===== config.mk =====
export PLATFORM = sky130hd
export DESIGN_NAME = cms_trace_engine
export DESIGN_NICKNAME = d
export VERILOG_FILES = /design/src/rtl/cms_trace_engine.sv
export SDC_FILE = /design/constraint.sdc
export NUM_CORES = 2
export LEC_CHECK = 0
export BUFFER_PORTS_ARGS = -buffer_cell sky130_fd_sc_hd__buf_2
export CAP_MARGIN = 10
export CORE_MARGIN = 2
export CORE_UTILIZATION = 35
export CTS_BUF_LIST = sky130_fd_sc_hd__clkbuf_8
export CTS_CLUSTER_DIAMETER = 50
export DETAILED_ROUTE_END_ITERATION = 12
export SLEW_MARGIN = 10
export SYNTH_ARGS = -nofsm -noshare
export SYNTH_HDL_FRONTEND = slang
export SYNTH_SLANG_ARGS = --single-unit

===== constraint.sdc =====
create_clock -name clk -period 19.79 [get_ports clk]
set_clock_uncertainty 0.2 [all_clocks]
set_input_delay 0.9895 -clock clk [delete_from_list [all_inputs] [get_ports clk]]
set_output_delay 0.9895 -clock clk [all_outputs]
set_load 0.02 [all_outputs]

===== src/rtl/cms_trace_engine.sv =====
// cms_trace_engine: captures retired {pc, instr} pairs into a trace FIFO
// gated by start/stop triggers and an address range filter, and streams them
// out over AXI-Stream. The tvalid/tdata/tlast outputs are driven from
// registers that are loaded with the next FIFO head on every clock.
module cms_trace_engine #(
    parameter int unsigned XLEN       = 64,
    parameter int unsigned FIFO_DEPTH = 16,
    parameter logic [31:0] WFI_INSTR  = 32'h0000_0001
) (
    input  logic              clk,
    input  logic              rst,
    input  logic [XLEN-1:0]   pc,
    input  logic [31:0]       instr,
    input  logic              pc_valid,
    input  logic [7:0]        ctrl_addr,
    input  logic [63:0]       ctrl_wdata,
    input  logic              ctrl_we,
    input  logic [31:0]       tlast_interval,
    output logic              M_AXIS_tvalid,
    input  logic              M_AXIS_tready,
    output logic [XLEN+31:0]  M_AXIS_tdata,
    output logic              M_AXIS_tlast,
    output logic [1:0]        state,
    output logic [31:0]       drop_count,
    output logic              overflow
);

    localparam int unsigned AW = (FIFO_DEPTH > 1) ? $clog2(FIFO_DEPTH) : 1;
    localparam int unsigned CW = AW + 1;
    localparam int unsigned EW = XLEN + 33;   // {pc, instr, tlast}
    localparam logic [CW-1:0] FULL_CNT = CW'(FIFO_DEPTH);

    localparam logic [7:0] ADDR_START_EN   = 8'd0;
    localparam logic [7:0] ADDR_END_EN     = 8'd1;
    localparam logic [7:0] ADDR_START_ADDR = 8'd2;
    localparam logic [7:0] ADDR_END_ADDR   = 8'd3;
    localparam logic [7:0] ADDR_LO_EN      = 8'd4;
    localparam logic [7:0] ADDR_HI_EN      = 8'd5;
    localparam logic [7:0] ADDR_LO_BOUND   = 8'd6;
    localparam logic [7:0] ADDR_HI_BOUND   = 8'd7;
    localparam logic [7:0] ADDR_ARM        = 8'd8;
    localparam logic [7:0] ADDR_HALT       = 8'd9;
    localparam logic [7:0] ADDR_CLEAR      = 8'd10;

    typedef enum logic [1:0] {
        ST_IDLE       = 2'd0,
        ST_WAIT_START = 2'd1,
        ST_TRACING    = 2'd2,
        ST_STOPPED    = 2'd3
    } trace_state_e;

    trace_state_e    state_r, state_next_s;

    logic            start_en_r, end_en_r, lo_en_r, hi_en_r;
    logic [XLEN-1:0] start_addr_r, end_addr_r, lo_bound_r, hi_bound_r;

    logic [EW-1:0]   mem_r [FIFO_DEPTH];
    logic [AW-1:0]   wr_ptr_r, rd_ptr_r, rd_next_s;
    logic [CW-1:0]   count_r, cnt_after_pop_s, count_next_s;
    logic [31:0]     pkt_cnt_r;
    logic [31:0]     drop_cnt_r;
    logic            overflow_r;
    logic            tvalid_r, tlast_r;
    logic [XLEN+31:0] tdata_r;

    logic            arm_s, arm_ok_s, halt_s, clear_s;
    logic            in_range_s, start_fire_s, stop_fire_s;
    logic            push_s, pop_s, full_s, accept_s, drop_s, tlast_item_s;
    logic [EW-1:0]   push_entry_s, head_next_s;

    // Control strobes decoded straight from the write port.
    assign arm_s    = ctrl_we && (ctrl_addr == ADDR_ARM)  && ctrl_wdata[0];
    assign halt_s   = ctrl_we && (ctrl_addr == ADDR_HALT) && ctrl_wdata[0];
    assign clear_s  = ctrl_we && (ctrl_addr == ADDR_CLEAR);
    assign arm_ok_s = arm_s && ((state_r == ST_IDLE) || (state_r == ST_STOPPED));

    // Triggers and filter always use the register values from before any
    // write landing on the same edge.
    assign in_range_s   = (!lo_en_r || (pc >= lo_bound_r)) && (!hi_en_r || (pc <= hi_bound_r));
    assign start_fire_s = (state_r == ST_WAIT_START) && pc_valid && (pc == start_addr_r);
    assign stop_fire_s  = (state_r == ST_TRACING) && pc_valid &&
                          ((end_en_r && (pc == end_addr_r)) || (instr == WFI_INSTR));

    // A HALT in the same cycle wins over capture as well as over the triggers.
    assign push_s       = pc_valid && in_range_s && !halt_s &&
                          ((state_r == ST_TRACING) || start_fire_s);
    assign tlast_item_s = stop_fire_s ||
                          ((tlast_interval != 32'd0) && (pkt_cnt_r == (tlast_interval - 32'd1)));
    assign full_s       = (count_r == FULL_CNT);
    assign pop_s        = tvalid_r && M_AXIS_tready;
    assign accept_s     = push_s && (!full_s || pop_s);
    assign drop_s       = push_s && full_s && !pop_s;
    assign push_entry_s = {pc, instr, tlast_item_s};

    // Next trace state: HALT, then ARM, then the capture triggers.
    always_comb begin
        state_next_s = state_r;
        if (halt_s) begin
            state_next_s = ST_STOPPED;
        end else if (arm_ok_s) begin
            state_next_s = start_en_r ? ST_WAIT_START : ST_TRACING;
        end else begin
            case (state_r)
                ST_WAIT_START: begin
                    if (start_fire_s) begin
                        state_next_s = ST_TRACING;
                    end else begin
                        state_next_s = ST_WAIT_START;
                    end
                end
                ST_TRACING: begin
                    if (stop_fire_s) begin
                        state_next_s = ST_STOPPED;
                    end else begin
                        state_next_s = ST_TRACING;
                    end
                end
                ST_IDLE:    state_next_s = ST_IDLE;
                ST_STOPPED: state_next_s = ST_STOPPED;
                default:    state_next_s = ST_IDLE;
            endcase
        end
    end

    // Trace state register.
    always_ff @(posedge clk) begin
        if (rst) begin
            state_r <= ST_IDLE;
        end else begin
            state_r <= state_next_s;
        end
    end

    // Configuration registers written through the ctrl port.
    always_ff @(posedge clk) begin
        if (rst) begin
            start_en_r   <= 1'b0;
            end_en_r     <= 1'b0;
            lo_en_r      <= 1'b0;
            hi_en_r      <= 1'b0;
            start_addr_r <= {XLEN{1'b0}};
            lo_bound_r   <= {XLEN{1'b0}};
            end_addr_r   <= {XLEN{1'b1}};
            hi_bound_r   <= {XLEN{1'b1}};
        end else if (ctrl_we) begin
            case (ctrl_addr)
                ADDR_START_EN:   start_en_r   <= ctrl_wdata[0];
                ADDR_END_EN:     end_en_r     <= ctrl_wdata[0];
                ADDR_START_ADDR: start_addr_r <= ctrl_wdata[XLEN-1:0];
                ADDR_END_ADDR:   end_addr_r   <= ctrl_wdata[XLEN-1:0];
                ADDR_LO_EN:      lo_en_r      <= ctrl_wdata[0];
                ADDR_HI_EN:      hi_en_r      <= ctrl_wdata[0];
                ADDR_LO_BOUND:   lo_bound_r   <= ctrl_wdata[XLEN-1:0];
                ADDR_HI_BOUND:   hi_bound_r   <= ctrl_wdata[XLEN-1:0];
                default:         start_en_r   <= start_en_r;
            endcase
        end
    end

    // Look ahead to the FIFO head after this edge so the outputs can be registered.
    always_comb begin
        cnt_after_pop_s = count_r - CW'(pop_s);
        count_next_s    = cnt_after_pop_s + CW'(accept_s);
        rd_next_s       = rd_ptr_r + AW'(pop_s);
        if (count_next_s == {CW{1'b0}}) begin
            head_next_s = {EW{1'b0}};
        end else if (accept_s && (cnt_after_pop_s == {CW{1'b0}})) begin
            head_next_s = push_entry_s;
        end else begin
            head_next_s = mem_r[rd_next_s];
        end
    end

    // FIFO storage; contents need no reset because occupancy is tracked separately.
    always_ff @(posedge clk) begin
        if (accept_s) begin
            mem_r[wr_ptr_r] <= push_entry_s;
        end
    end

    // FIFO pointers, occupancy and the registered stream outputs.
    always_ff @(posedge clk) begin
        if (rst) begin
            wr_ptr_r <= {AW{1'b0}};
            rd_ptr_r <= {AW{1'b0}};
            count_r  <= {CW{1'b0}};
            tvalid_r <= 1'b0;
            tdata_r  <= {(XLEN+32){1'b0}};
            tlast_r  <= 1'b0;
        end else begin
            wr_ptr_r <= wr_ptr_r + AW'(accept_s);
            rd_ptr_r <= rd_next_s;
            count_r  <= count_next_s;
            tvalid_r <= (count_next_s != {CW{1'b0}});
            tdata_r  <= head_next_s[EW-1:1];
            tlast_r  <= head_next_s[0];
        end
    end

    // Packet counter: restarts on ARM and after every item that closes a packet.
    always_ff @(posedge clk) begin
        if (rst) begin
            pkt_cnt_r <= 32'd0;
        end else if (arm_ok_s) begin
            pkt_cnt_r <= 32'd0;
        end else if (accept_s) begin
            pkt_cnt_r <= tlast_item_s ? 32'd0 : (pkt_cnt_r + 32'd1);
        end
    end

    // Drop statistics: saturating counter and sticky flag; a drop in the CLEAR cycle still counts.
    always_ff @(posedge clk) begin
        if (rst) begin
            drop_cnt_r <= 32'd0;
            overflow_r <= 1'b0;
        end else if (clear_s) begin
            drop_cnt_r <= drop_s ? 32'd1 : 32'd0;
            overflow_r <= drop_s;
        end else if (drop_s) begin
            drop_cnt_r <= (drop_cnt_r == 32'hFFFF_FFFF) ? drop_cnt_r : (drop_cnt_r + 32'd1);
            overflow_r <= 1'b1;
        end
    end

    assign M_AXIS_tvalid = tvalid_r;
    assign M_AXIS_tdata  = tdata_r;
    assign M_AXIS_tlast  = tlast_r;
    assign state         = state_r;
    assign drop_count    = drop_cnt_r;
    assign overflow      = overflow_r;

endmodule


==> results.yml <==
power:
  p_per_area_nw_per_um2: 107.0
  peakVddDrop_mv: 0.1213
  p_leak_nw: 31.97
timing:
  period_share: 0.3470
  fin_tns_setup_ns: 0
  hold_viol_final: 0
  finalSetupViolations: 0
  rsz0062_at_grt: "false"
  hold_slack_ns: 0.1216
  timing.final.max_slew_violations: 0
  slew_headroom: 0.2352
  layout_setup_ws_ns: 12.92
  max_freq_ghz: 0.1456
  tightest_slew_ns: 1.147
  period_minus_slack_ns: 6.868
worst_setup_path:
  cp.arrival_ns: 7.56
  worstSetupStartpointType: "input pin"
  worstPathRequired_ns: 20.49
  worst-path-stages: 20
  worstSetupPathType: "input pin to flop"
  r2r_start: "hi_bound_r[59]"
  cpPeakStageDelay_ns: 0.92
  end_kind: "flop"
  cp_top_family: "compound AO/OA/AOI/OAI gates"
  worstRegToRegCells: 20
  crit_top_cell: "ha_1"
  cp_max_fo: 38
  critPathLaunch: "pc[15]"
  cp_num_buf_inv: 3
  path_cells: "buf_2, ha_1, nand4_1, nor4_1, a32oi_1, o211ai_1, a31oi_1, o31ai_2, and3_1, ha_1, ha_1, nand3_1, nand4b_1, nand2_1, xnor2_1, a41o_4, buf_4, buf_4, nor3b_1, a31o_1"
  slowest_stage: "o31ai_2"
cts:
  clk_pin_slew_ns: 0.06
  clock_path_buffers: 4
  clock_sinks: 1990
  htreeDepth: 5
  clock_latency_ns: 1.06
  cts_setup_buffers: 0
  cts_made_buffers: 344
  cts_tree: "yes"
  cts_root_buf: "clkbuf_8"
cells_and_area:
  area_delta_synth_final_pct: 15.59
  fill_cells: 20870
  multi_input_area_um2: 24050
  finalInstanceArea_um2: 93460
  utilization: 0.4065
  drive_above_1_share: 0.2430
  regArea_um2: 55370
  nets: 5908
placement:
  io_buffers: 337
  dpl.hpwl_mm: 134.0
  pre_cts_ws_ns: 11.94
  postPlaceCellArea_um2: 86240
  globalplace.congestion: 0.8683
floorplanning:
  io_pins: 338
  fp.dieW_um: 484.6
  die_height_um: 484.6
  initial_utilization: 0.3517
  dieArea_um2: 234900
  fp.coreArea_um2: 229900
  num_rows: 176
drt:
  ant_nets: 0
  via_per_inst: 5.389
  vias: 47800
  wl_per_cell_um: 26.25
  first_iter_violations: 5004
  drt-total-wl_mm: 232.8
  dr.pass1.iters: 5
  drc: 0
grt:
  antenna_found_initial: 79
  grt_util_all_layers: 0.1948
  grt_pass1_vias: 47300
  grt_overflow: 0
  grt_max_degree: 217
  grt_pass1_wl_mm: 334.4
synthesis:
  synth_top_family_by_area: "multiplexers"
  syn_area_per_cell_um2: 16.14
  synth_seq_area_share: 0.6849
  synth-compound-area-share: 0.04055
  syn_nets: 5357
  netlist_area_um2: 80850
  synth-async-reset-ratio: 0
  synth_xor_area_frac: 0.01766
  synth.area.top_cells: "edfxtp_1, mux4_2, dfxtp_1"
  synth_ff_type: "edfxtp_1"
  synthMuxAreaShare: 0.1382
  synthAdderAreaFrac: 0.02213
  synth_top_cell_area_share: 0.5764
  synth_common_cells: "edfxtp_1, nand2_1, mux4_2"
  synth-edff-count: 1552
  ys_warn_count: 0
  synth-simple-area-share: 0.07605
  yosysMostFrequentCell: "edfxtp_1"
  synthCells: 5009
  synth_top_cell_by_area: "edfxtp_1"
  synth_cell_types: 88
  yosys_register_bits: 1990
min_path:
  whs_path_depth: 3
  hold_path.class: "input pin to flop"
  worstHoldStart: "ctrl_wdata[32]"
job:
  cap_violations: 0
status:
  status: "completed"
==> sequential cells by signal (all words and copies together), names as in the netlist, 5 cells and up <==
register / count
mem_r: 1552
M_AXIS_tdata: 96
end_addr_r: 64
hi_bound_r: 64
lo_bound_r: 64
start_addr_r: 64
drop_count: 32
pkt_cnt_r: 32
count_r: 5
==> final timing paths <==
path / slack [ns] / to
setup / recovery: 12.92 / M_AXIS_tlast
setup reg to reg: 12.98 / M_AXIS_tlast
hold / removal: 0.12 / lo_bound_r[32]
hold reg to reg: 0.25 / lo_bound_r[37]
==> worst min-delay path: stages <==
cell     delay [ns]
buf_2          0.17
nand2_1        0.07
a21oi_1        0.05
==> timing repair <==
action | in CTS | in global routing
hold buffers | 58 | 0
endpoints found under the hold margin | 196 | 0
resized for setup | 0 | 0
endpoints found under the setup margin | 0 | 0
==> area by class of cell <==
class                      instances  share of cell area
timing repair buffer             460             0.03172
multi-input combinational       2593              0.2574
sequential                      1990              0.5925
inverter                         171            0.006868
clock buffer                     390             0.05744
antenna                           17           0.0004552
tap                             3026             0.04051
clock inverter                   223             0.01315
==> routing by layer <==
metal | routed length [um] | share of wire | track usage
met1 | 101700 | 0.44 | 0.2766
met2 | 106400 | 0.46 | 0.2995
met3 | 19450 | 0.084 | 0.04857
met4 | 4854 | 0.021 | 0.04823
met5 | 470 | 0.0020 | 0
==> where the power goes <==
part / total, mW / switching [mW] / internal, mW
registers: 4.68 / 0.0933 / 4.59
logic: 1.71 / 0.914 / 0.795
clock network: 3.61 / 1.67 / 1.94
==> cell families (layout without fill, tap and decap cells) <==
| logic type | Yosys count | after routing |
|---|---|---|
| flip-flops | 1990 | 1990 |
| AND/OR/NAND/NOR | 1257 | 1257 |
| AO/OA/AOI/OAI | 520 | 520 |
| multiplexers | 510 | 510 |
| buffers and inverters | 426 | 1244 |
| XOR/XNOR | 163 | 163 |
| adder cells (fa/ha/maj) | 143 | 143 |
| other | 0 | 17 |
==> stage by stage <==
| step | cells | power (mW) |
|---|---|---|
| finish | 8870 | 9.999 |
| global route | 8858 | 10.40 |
| CTS | 8853 | 10.12 |
| detailed placement | 8182 | 6.511 |
| global placement | 8182 | 6.502 |
| floorplan | 5009 | 5.893 |
==> placed cells by master (no fill, tap or decap), drive strengths merged, types with 8 or more instances in the layout <==
cell	count
a21oi	310
or3	15
o21ai	35
ha	143
nand2b	29
xor2	105
and4	12
inv	310
a21o	10
mux2i	23
nand3	58
dlygate4sd3	58
edfxtp	1552
o31ai	8
nor3	28
diode	17
or4	10
xnor2	58
dfxtp	438
clkbuf	391
o22ai	8
a211o	67
a31oi	10
nand4	69
and3	24
nor2	97
clkinv	66
nand2	678
nor2b	71
nor4	55
bufinv	11
and2	9
buf	401
nand3b	72
mux4	485
(Power assumes the default switching activity.)
